### src/rtl/alu_irq_pipe_if.sv
// ----------------------------------------------------------------------------
// alu_irq_pipe_if
//   Bus-side bundle for alu_irq_pipe: issue controls, operands, compare-register
//   configuration, IRQ clear, and the result/interrupt outputs.
//   master : operand/config source (drives issue, operands, cfg_*, alu_irq_clr)
//   slave  : the ALU pipeline (drives alu_out*, alu_irq*)
// ----------------------------------------------------------------------------
interface alu_irq_pipe_if #(
    parameter int WIDTH = 8,
    parameter int CNT_W = 4
);
    logic             alu_enable;
    logic             alu_enable_a;
    logic             alu_enable_b;
    logic [1:0]       alu_op_a;
    logic [1:0]       alu_op_b;
    logic [WIDTH-1:0] alu_in_a;
    logic [WIDTH-1:0] alu_in_b;
    logic             cfg_we;
    logic [2:0]       cfg_sel;
    logic [WIDTH-1:0] cfg_data;
    logic             alu_irq_clr;
    logic [WIDTH-1:0] alu_out;
    logic             alu_out_valid;
    logic             alu_irq;
    logic [2:0]       alu_irq_src;
    logic [CNT_W-1:0] alu_irq_count;

    modport master (
        output alu_enable, alu_enable_a, alu_enable_b, alu_op_a, alu_op_b,
               alu_in_a, alu_in_b, cfg_we, cfg_sel, cfg_data, alu_irq_clr,
        input  alu_out, alu_out_valid, alu_irq, alu_irq_src, alu_irq_count
    );

    modport slave (
        input  alu_enable, alu_enable_a, alu_enable_b, alu_op_a, alu_op_b,
               alu_in_a, alu_in_b, cfg_we, cfg_sel, cfg_data, alu_irq_clr,
        output alu_out, alu_out_valid, alu_irq, alu_irq_src, alu_irq_count
    );
endinterface

### src/rtl/alu_irq_pipe.sv
// ----------------------------------------------------------------------------
// alu_irq_pipe
//   Two-bank bitwise logic ALU with a two-stage pipeline. Stage 1 registers the
//   result and its {bank,op} tag; stage 2 compares the registered result with
//   the per-opcode compare register selected by the tag and raises a sticky
//   IRQ, capturing the first hit's source and counting hits (saturating).
// Ports
//   alu_clk : clock, rising edge
//   rst_n   : asynchronous active-low reset
//   bus     : alu_irq_pipe_if.slave (issue/operands/config in, result/IRQ out)
// ----------------------------------------------------------------------------
module alu_irq_pipe #(
    parameter int WIDTH = 8,
    parameter int CNT_W = 4
) (
    input  logic           alu_clk,
    input  logic           rst_n,
    alu_irq_pipe_if.slave  bus
);

    localparam logic [CNT_W-1:0] CNT_ONE = CNT_W'(1);

    // Stage 1
    logic [WIDTH-1:0] out_q, out_d;
    logic             out_valid_q, out_valid_d;
    logic [2:0]       tag_q, tag_d;
    logic             tag_valid_q, tag_valid_d;

    // Stage 2 / IRQ state
    logic             irq_q, irq_d;
    logic [2:0]       irq_src_q, irq_src_d;
    logic [CNT_W-1:0] irq_count_q, irq_count_d;

    // Compare registers, indexed by {bank, op}
    logic [WIDTH-1:0] cmp_q [8];
    logic [WIDTH-1:0] cmp_d [8];

    logic             issue;
    logic [2:0]       sel_tag;
    logic [WIDTH-1:0] result;
    logic             hit;

    // Issue decode and result; bank A wins when both banks are selected.
    always_comb begin
        issue   = bus.alu_enable && (bus.alu_enable_a || bus.alu_enable_b);
        sel_tag = bus.alu_enable_a ? {1'b0, bus.alu_op_a} : {1'b1, bus.alu_op_b};
        result  = '0;
        unique case (sel_tag)
            3'b000: result =   bus.alu_in_a & bus.alu_in_b;
            3'b001: result = ~(bus.alu_in_a & bus.alu_in_b);
            3'b010: result =   bus.alu_in_a | bus.alu_in_b;
            3'b011: result =   bus.alu_in_a ^ bus.alu_in_b;
            3'b100: result = ~(bus.alu_in_a ^ bus.alu_in_b);
            3'b101: result =   bus.alu_in_a & bus.alu_in_b;
            3'b110: result = ~(bus.alu_in_a | bus.alu_in_b);
            3'b111: result =   bus.alu_in_a | bus.alu_in_b;
            default: result = '0;
        endcase
    end

    always_comb begin
        out_d       = issue ? result : out_q;
        out_valid_d = issue;
        tag_d       = issue ? sel_tag : '0;
        tag_valid_d = issue;
    end

    // Compare uses cmp_q, so a config write at the same edge sees the old value.
    assign hit = tag_valid_q && (out_q == cmp_q[tag_q]);

    always_comb begin
        irq_d       = irq_q;
        irq_src_d   = irq_src_q;
        irq_count_d = irq_count_q;
        if (hit) begin
            irq_d = 1'b1;
            // A coincident clear restarts the capture with this hit.
            if (!irq_q || bus.alu_irq_clr) begin
                irq_src_d = tag_q;
            end
            if (bus.alu_irq_clr) begin
                irq_count_d = CNT_ONE;
            end else if (irq_count_q != '1) begin
                irq_count_d = irq_count_q + CNT_ONE;
            end
        end else if (bus.alu_irq_clr) begin
            irq_d       = 1'b0;
            irq_src_d   = '0;
            irq_count_d = '0;
        end
    end

    always_comb begin
        cmp_d = cmp_q;
        if (bus.cfg_we) begin
            cmp_d[bus.cfg_sel] = bus.cfg_data;
        end
    end

    always_ff @(posedge alu_clk or negedge rst_n) begin
        if (!rst_n) begin
            out_q       <= '0;
            out_valid_q <= 1'b0;
            tag_q       <= '0;
            tag_valid_q <= 1'b0;
            irq_q       <= 1'b0;
            irq_src_q   <= '0;
            irq_count_q <= '0;
            // A1 and A3 reset to zero, every other compare register to all-ones.
            for (int unsigned i = 0; i < 8; i++) begin
                if (i == 1 || i == 3) begin
                    cmp_q[i[2:0]] <= '0;
                end else begin
                    cmp_q[i[2:0]] <= '1;
                end
            end
        end else begin
            out_q       <= out_d;
            out_valid_q <= out_valid_d;
            tag_q       <= tag_d;
            tag_valid_q <= tag_valid_d;
            irq_q       <= irq_d;
            irq_src_q   <= irq_src_d;
            irq_count_q <= irq_count_d;
            cmp_q       <= cmp_d;
        end
    end

    assign bus.alu_out       = out_q;
    assign bus.alu_out_valid = out_valid_q;
    assign bus.alu_irq       = irq_q;
    assign bus.alu_irq_src   = irq_src_q;
    assign bus.alu_irq_count = irq_count_q;

endmodule

### src/flat_wrapper.sv
// flat-port wrapper written by rule: the top's interface ports become plain ports
module alu_irq_pipe_flat 
#(
    parameter int WIDTH = 8,
    parameter int CNT_W = 4
)
  (alu_clk, rst_n, bus_alu_enable, bus_alu_enable_a, bus_alu_enable_b, bus_alu_op_a, bus_alu_op_b, bus_alu_in_a, bus_alu_in_b, bus_cfg_we, bus_cfg_sel, bus_cfg_data, bus_alu_irq_clr, bus_alu_out, bus_alu_out_valid, bus_alu_irq, bus_alu_irq_src, bus_alu_irq_count);
  alu_irq_pipe_if #(.WIDTH(WIDTH), .CNT_W(CNT_W)) bus_i ();
  input  logic alu_clk;
  input  logic rst_n;
  input wire logic [$bits(bus_i.alu_enable)-1:0] bus_alu_enable;
  input wire logic [$bits(bus_i.alu_enable_a)-1:0] bus_alu_enable_a;
  input wire logic [$bits(bus_i.alu_enable_b)-1:0] bus_alu_enable_b;
  input wire logic [$bits(bus_i.alu_op_a)-1:0] bus_alu_op_a;
  input wire logic [$bits(bus_i.alu_op_b)-1:0] bus_alu_op_b;
  input wire logic [$bits(bus_i.alu_in_a)-1:0] bus_alu_in_a;
  input wire logic [$bits(bus_i.alu_in_b)-1:0] bus_alu_in_b;
  input wire logic [$bits(bus_i.cfg_we)-1:0] bus_cfg_we;
  input wire logic [$bits(bus_i.cfg_sel)-1:0] bus_cfg_sel;
  input wire logic [$bits(bus_i.cfg_data)-1:0] bus_cfg_data;
  input wire logic [$bits(bus_i.alu_irq_clr)-1:0] bus_alu_irq_clr;
  output wire logic [$bits(bus_i.alu_out)-1:0] bus_alu_out;
  output wire logic [$bits(bus_i.alu_out_valid)-1:0] bus_alu_out_valid;
  output wire logic [$bits(bus_i.alu_irq)-1:0] bus_alu_irq;
  output wire logic [$bits(bus_i.alu_irq_src)-1:0] bus_alu_irq_src;
  output wire logic [$bits(bus_i.alu_irq_count)-1:0] bus_alu_irq_count;
  assign bus_i.alu_enable = bus_alu_enable;
  assign bus_i.alu_enable_a = bus_alu_enable_a;
  assign bus_i.alu_enable_b = bus_alu_enable_b;
  assign bus_i.alu_op_a = bus_alu_op_a;
  assign bus_i.alu_op_b = bus_alu_op_b;
  assign bus_i.alu_in_a = bus_alu_in_a;
  assign bus_i.alu_in_b = bus_alu_in_b;
  assign bus_i.cfg_we = bus_cfg_we;
  assign bus_i.cfg_sel = bus_cfg_sel;
  assign bus_i.cfg_data = bus_cfg_data;
  assign bus_i.alu_irq_clr = bus_alu_irq_clr;
  assign bus_alu_out = bus_i.alu_out;
  assign bus_alu_out_valid = bus_i.alu_out_valid;
  assign bus_alu_irq = bus_i.alu_irq;
  assign bus_alu_irq_src = bus_i.alu_irq_src;
  assign bus_alu_irq_count = bus_i.alu_irq_count;
  alu_irq_pipe #(.WIDTH(WIDTH), .CNT_W(CNT_W)) u_core (.alu_clk(alu_clk), .rst_n(rst_n), .bus(bus_i));
endmodule
### config.mk
export PLATFORM = sky130hd
export DESIGN_NAME = alu_irq_pipe_flat
export DESIGN_NICKNAME = d
export VERILOG_FILES = /design/src/rtl/alu_irq_pipe_if.sv /design/src/rtl/alu_irq_pipe.sv /design/src/flat_wrapper.sv
export SDC_FILE = /design/constraint.sdc
export NUM_CORES = 1
export LEC_CHECK = 0
export CELL_PAD_IN_SITES_DETAIL_PLACEMENT = 0
export CELL_PAD_IN_SITES_GLOBAL_PLACEMENT = 2
export CORE_UTILIZATION = 34
export CTS_CLUSTER_SIZE = 20
export DETAILED_ROUTE_END_ITERATION = 10
export GPL_TIMING_DRIVEN = 0
export PLACE_DENSITY = 0.82
export SYNTH_ARGS = -nofsm -noshare
export SYNTH_HDL_FRONTEND = slang
export SYNTH_SLANG_ARGS = --single-unit
### constraint.sdc
create_clock -name alu_clk -period 2.4 [get_ports alu_clk]
set_input_delay 0.36 -clock alu_clk [delete_from_list [all_inputs] [get_ports alu_clk]]
set_output_delay 0.36 -clock alu_clk [all_outputs]
set_load 0.05 [all_outputs]
==> results of run 1 <==
flip-flops by register name, indices dropped and copies added (netlist names):
signal	count
u_core.bus.alu_irq	1
u_core.bus.alu_irq_count	4
u_core.bus.alu_irq_src	3
u_core.bus.alu_out	8
u_core.bus.alu_out_valid	1
u_core.cmp_q	64
u_core.tag_q	3
where the power goes:
part / total, uW / leakage, uW / internal, uW / switching (uW)
combinational: 1080 / 0.00124 / 565 / 515
clock: 1350 / 0.000137 / 790 / 561
sequential: 1960 / 0.000959 / 1810 / 152
stage by stage:
step | instance area, sq um | util [%]
2_1_floorplan | 4537 | -
3_3_place_gp | 5243 | 40.88
3_5_place_dp | 5283 | 41.19
4_1_cts | 5754 | 44.87
5_1_grt | 5832 | 45.47
6_report | 5832 | 45.47
layout by cell type (no fill, tap or decap), drive strengths merged, types with 2 or more instances in the layout:
| cell | n |
|---|---|
| a21o | 2 |
| a21oi | 21 |
| a221oi | 6 |
| a32o | 3 |
| and4 | 2 |
| buf | 12 |
| clkbuf | 23 |
| clkdlybuf4s50 | 48 |
| clkinvlp | 3 |
| dfrtp | 36 |
| dfstp | 48 |
| ha | 17 |
| inv | 27 |
| mux2 | 72 |
| mux2i | 11 |
| mux4 | 8 |
| nand2 | 24 |
| nand2b | 8 |
| nand3 | 2 |
| nand4 | 4 |
| nand4b | 3 |
| nor2 | 9 |
| nor2b | 9 |
| nor3 | 4 |
| nor3b | 2 |
| o21ai | 26 |
| o22ai | 6 |
| or3 | 2 |
| xnor2 | 7 |
layer usage:
layer / routed length (um) / global-route usage, % / vias to the layer above
met3: 336 / 3.198 / 8
li1: - / - / 1521
met1: 4872 / 21.09 / 1619
met5: 0 / 0 / -
met2: 5057 / 25.85 / 57
met4: 95 / 3.846 / 0
cells in the mapped netlist, types with 3 or more instances:
cell type / instances / area share [%]
a21oi_1: 21 / 2.3
a221oi_1: 6 / 1.2
a32o_1: 3 / 0.66
clkbuf_1: 11 / 0.91
dfrtp_1: 36 / 20
dfstp_2: 48 / 28
ha_1: 17 / 4.7
inv_1: 26 / 2.2
mux2_2: 72 / 18
mux2i_1: 11 / 2.4
mux4_2: 6 / 3.0
nand2_1: 24 / 2.0
nand2b_1: 8 / 1.1
nand4b_1: 3 / 0.58
nor2_1: 8 / 0.66
nor2b_1: 9 / 1.2
nor3_1: 4 / 0.44
o21ai_0: 26 / 2.9
o22ai_1: 6 / 0.83
xnor2_1: 7 / 1.4
repair_timing:
| item | 4_1_cts | 5_1_grt |
|---|---|---|
| buffers inserted | 4 | 2 |
| hold buffers | 1 | 0 |
| pin swaps | 9 | 6 |
| hold endpoints to repair | 8 | 0 |
| cloned | 1 | 0 |
| resized for setup | 24 | 9 |
| setup endpoints to repair | 8 | 7 |
layout make-up:
type,count,area (sq um)
Multi-Input combinational cell,257,2323
Clock inverter,4,31.28
Tap cell,172,215.2
Sequential cell,84,2163
Fill cell,1188,6993
Timing Repair Buffer,58,635.6
Clock buffer,12,266.5
Inverter,26,97.59
Buffer,14,98.84
path summary, 6_finish.rpt:
| kind | start | end | slack [ps] |
|---|---|---|---|
| max | u_core.tag_q[0] | u_core.bus.alu_irq_src[1] | -40 |
| min | bus_alu_enable_a | u_core.tag_q[2] | 390 |
| max reg2reg | u_core.tag_q[0] | u_core.bus.alu_irq_src[1] | -40 |
| min reg2reg | u_core.cmp_q[39] | u_core.cmp_q[39] | 510 |
| max in group asynchronous | rst_n | u_core.cmp_q[27] | 1200 |
| min in group asynchronous | rst_n | u_core.cmp_q[55] | 530 |
worst max-delay path: cells and delay by family (launching register included):
family          cells  cell delay, ps
flops               1             350
compound gates      1             220
buf+inv             3             430
mux                 2             700
simple gates        2             460
xor+xnor            1             170
kinds of logic after synthesis:
family	Yosys count	share of synthesized area, %
buf+inv	40	3.806
flops	84	47.66
mux	91	24.43
fa+ha+maj	17	4.688
xor+xnor	8	1.544
simple gates	70	8.439
compound gates	71	9.432
==> metrics.yaml, run 1 <==
status: "complete, but fails checks"
violations: "setup timing"
hold_slack_ps: 387.2
setup_violations: 3
vias_per_cell: 5.112
cts_tree: "built"
fin_nets: 505
yosysSeqAreaShare_pct: 47.66
relSlewSlack_pct: 23.00
drive_gt1_share_pct: 40.88
syn-cell-area_sq_mm: 0.004537
cap_violations: 0
drt_wl_total_mm: 10.36
rows: 41
grt_pass1_vias: 3234
drt_first_pass_iters: 6
drc_errors: 0
die_area_sq_mm: 0.01381
start_kind: "register"
r2r_cells: 9
synth-seq-cells: 84
start_util_pct: 35.38
leakage_uw: 0.002338
ys_warn_count: 0
gr-total-overflow: 0
critical_path_class: "reg2reg"
required_ps: 2630
rsz0062_at_grt: "true"
dominantRegCellSynth: "dfstp_2"
fin_ws_ps: -37.05
routedWlPerCell_um: 16.52
hold_class: "in2reg"
power.density_mw_per_mm2: 753.2
numCtsBuffers: 9
slew_violations: 0
hold_depth: 2
crit_arrival_ps: 2660
min_period_ps: 2437
clk_pin_slew_ps: 70
area_delta_synth_final_pct: 28.54
portBuffers: 49
ctsRootBufferMaster: "clkbuf_16"
grt_pass1_wl_mm: 16.90
clock-sinks: 84
io_pins: 55
clockBufferDepth: 2
drtIter0Drc: 200
synth-edff-count: 0
postSynthCellCount: 381
grt_max_degree: 50
fin_crit_sh_pct: 101.5
clkLatencyLatePin_ps: 340
die_height_um: 117.5
stdcell_count: 627
worstPathCellList: "buf_8, buf_12, mux4_2, mux2i_4, xor2_1, buf_4, nand4_4, or3_4, a32o_1"
maxClockFrequency_ghz: 0.4103
synth-async-reset-ratio_pct: 100.0
power_uw: 4393
synthDistinctLibCells: 42
die_w_um: 117.5
num_vias: 3205
cp_max_fo: 5
cp-end-kind: "register"
pre_cts_slack_ps: -571.5
grtUsageTotal_pct: 15.68
ir_drop_mv: 0.3401
dp_cells: 603
slowest_stage: "mux4_2"
cpPeakStageDelay_ps: 520
synth.net_count: 436
hold_viol: 0
antenna_cells: 0
ant_nets: 0
dp_hpwl_mm: 7.211
htreeDepth: 3
worst_pin_slew_ps: 1151
syn_avg_cell_area_sq_um: 11.91
fin_skew_ps: 9.545
tns_ps: -99.40
antenna_found_initial: 0
routabilityCongestion: 0.7417
core-area_sq_mm: 0.01282
(Power assumes the default switching activity.)
==> run 2, diff against run 1 <==
- ABC_AREA: unset -> 0
==> results of run 2 <==
The final DEF is identical to that of run 1; final timing and power are the same.
==> run 3, diff against run 2 <==
- CORE_MARGIN: unset -> 2
==> run 3 against run 2 <==
  * The run still ends with setup timing left
  * Worst hold slack improved by 37 ps
  * Power increased by 0.97%
  * Fmax increased by 0.98%
  * Global-route usage decreased by 0.66 points
  * Sequential power about the same
  * First-iteration DRC count decreased by 9.5%
  * Die area increased by 3.4%
  * Clock-buffer cell count decreased by 1
  * Via count decreased by 0.69%
  * Core utilization decreased by 1.5 points
  * Sequential share of layout area increased by 0.31 points
  * Routed wire length decreased by 0.30%
  * Critical endpoint unchanged
  * Largest power group unchanged
==> metrics.yaml, run 3 (synthesized netlist as in run 1, its figures left out) <==
io_pins: 55
clockBufferDepth: 2
setup_violations: 3
worst_pin_slew_ps: 1091
rows: 42
crit_arrival_ps: 2630
antenna_found_initial: 0
num_vias: 3183
cap_violations: 0
antenna_cells: 0
crit_top_cell: "buf_12"
ant_nets: 0
fin_ws_ps: -13.30
final_common_cell: "mux2_2"
hold_viol: 0
status: "complete, but fails checks"
largest-register: "u_core.cmp_q"
fin_crit_sh_pct: 100.6
start_util_pct: 34.53
stdcell_count: 628
htreeDepth: 3
timing.hold.worst.start: "bus_alu_enable_a"
leakage_uw: 0.002328
numCtsBuffers: 9
r2r_cells: 8
fin_nets: 502
grt_max_degree: 65
slowest_stage: "mux4_2"
routabilityCongestion: 0.7394
cpPeakStageDelay_ps: 520
rsz0062_at_grt: "true"
drt_wl_total_mm: 10.33
fin_skew_ps: 6.096
required_ps: 2620
r2r_slack_ps: -10
min_period_ps: 2413
grtUsageTotal_pct: 15.02
grt_pass1_vias: 3404
violations: "setup timing"
reg2reg_from: "u_core.tag_q[0]"
die_area_sq_mm: 0.01428
clk_pin_slew_ps: 70
ctsRootBufferMaster: "clkbuf_16"
drtIter0Drc: 181
tns_ps: -28.34
ir_drop_mv: 0.3833
final_cell_mix: "mux2_2, clkdlybuf4s50_1, dfstp_2"
clock-sinks: 84
worstHoldEndpoint: "u_core.tag_q[2]"
dp_cells: 607
drive_gt1_share_pct: 38.94
worstPathCellList: "buf_12, buf_12, mux4_2, mux2i_4, xor2_2, nand4_2, or3_4, a32o_1"
fillCellCount: 1247
r2r_end: "u_core.bus.alu_irq_src[1]"
die_w_um: 119.5
hold_class: "in2reg"
hold_slack_ps: 423.9
power_uw: 4435
routedWlPerCell_um: 16.45
hold_depth: 2
portBuffers: 49
die_height_um: 119.5
cp_max_fo: 8
gr-total-overflow: 0
area_delta_synth_final_pct: 27.47
grt_pass1_wl_mm: 16.86
maxClockFrequency_ghz: 0.4144
vias_per_cell: 5.068
drc_errors: 0
largest_register_ffs: 64
clkLatencyLatePin_ps: 330
dp_hpwl_mm: 7.390
pre_cts_slack_ps: -544.3
slew_violations: 0
critical_path_class: "reg2reg"
relSlewSlack_pct: 27.02
cts_tree: "built"
drt_first_pass_iters: 4
start_kind: "register"
cp-end-kind: "register"
core-area_sq_mm: 0.01314
power.density_mw_per_mm2: 766.9
## run 3: per-layer routing
metal	vias up	global-route usage [%]	wire, um
li1	1513	-	-
met1	1614	19.29	4708
met2	45	26.11	5211
met3	11	2.234	263
met4	0	4.779	148
met5	-	0	0
## run 3: report_power, final
part / leakage, uW / switching, uW / internal [uW]
registers: 0.000959 / 150 / 1810
clock network: 0.000158 / 595 / 844
logic: 0.00121 / 498 / 540
total: 0.00233 / 1240 / 3190
## run 3: cell type report
| cell class | instances | area [sq um] | share of cell area (%) |
|---|---|---|---|
| plain buffers | 14 | 115.1 | 1.990 |
| well taps | 176 | 220.2 | 3.808 |
| clock inverters | 5 | 43.79 | 0.7572 |
| clock buffers | 11 | 275.3 | 4.760 |
| repair buffers | 55 | 573.1 | 9.909 |
| flip-flops and latches | 84 | 2163 | 37.41 |
| multi-input cells | 257 | 2295 | 39.68 |
| inverters | 26 | 97.59 | 1.688 |
## run 3: timing repair
item	CTS	global route
buffers inserted	2	1
endpoints found under the setup margin	8	6
hold buffers	1	0
endpoints found under the hold margin	10	0
pin swaps	4	3
gates cloned	0	1
gates resized for setup	18	10
## run 3: critical path, delay by kind of cell (launching register included)
| kind | cells | cell delay (ps) |
|---|---|---|
| mux | 2 | 720 |
| compound gates | 1 | 220 |
| buf+inv | 2 | 290 |
| simple gates | 2 | 490 |
| xor+xnor | 1 | 190 |
| flops | 1 | 370 |
## run 3: stage by stage
stage,util (%),cell area (sq um)
after floorplan,-,4537
after global placement,39.94,5248
after detailed placement,40.29,5293
after CTS,43.37,5698
after global routing,44.02,5783
final,44.02,5783
## run 3: worst max-delay path by stage
stage	from	endpoint	slack (ps)	cells after the start
finish	u_core.tag_q[0]	u_core.bus.alu_irq_src[1]	-10	8
global route	u_core.tag_q[0]	u_core.bus.alu_irq_src[1]	-100	8
CTS	u_core.tag_q[0]	u_core.bus.alu_irq_src[2]	-40	8
detailed placement	u_core.tag_q[1]	u_core.bus.alu_irq_src[2]	-540	8
global placement	rst_n	u_core.bus.alu_irq_count[0]	-1860	1
floorplan	u_core.tag_q[1]	u_core.bus.alu_irq_src[0]	110	8
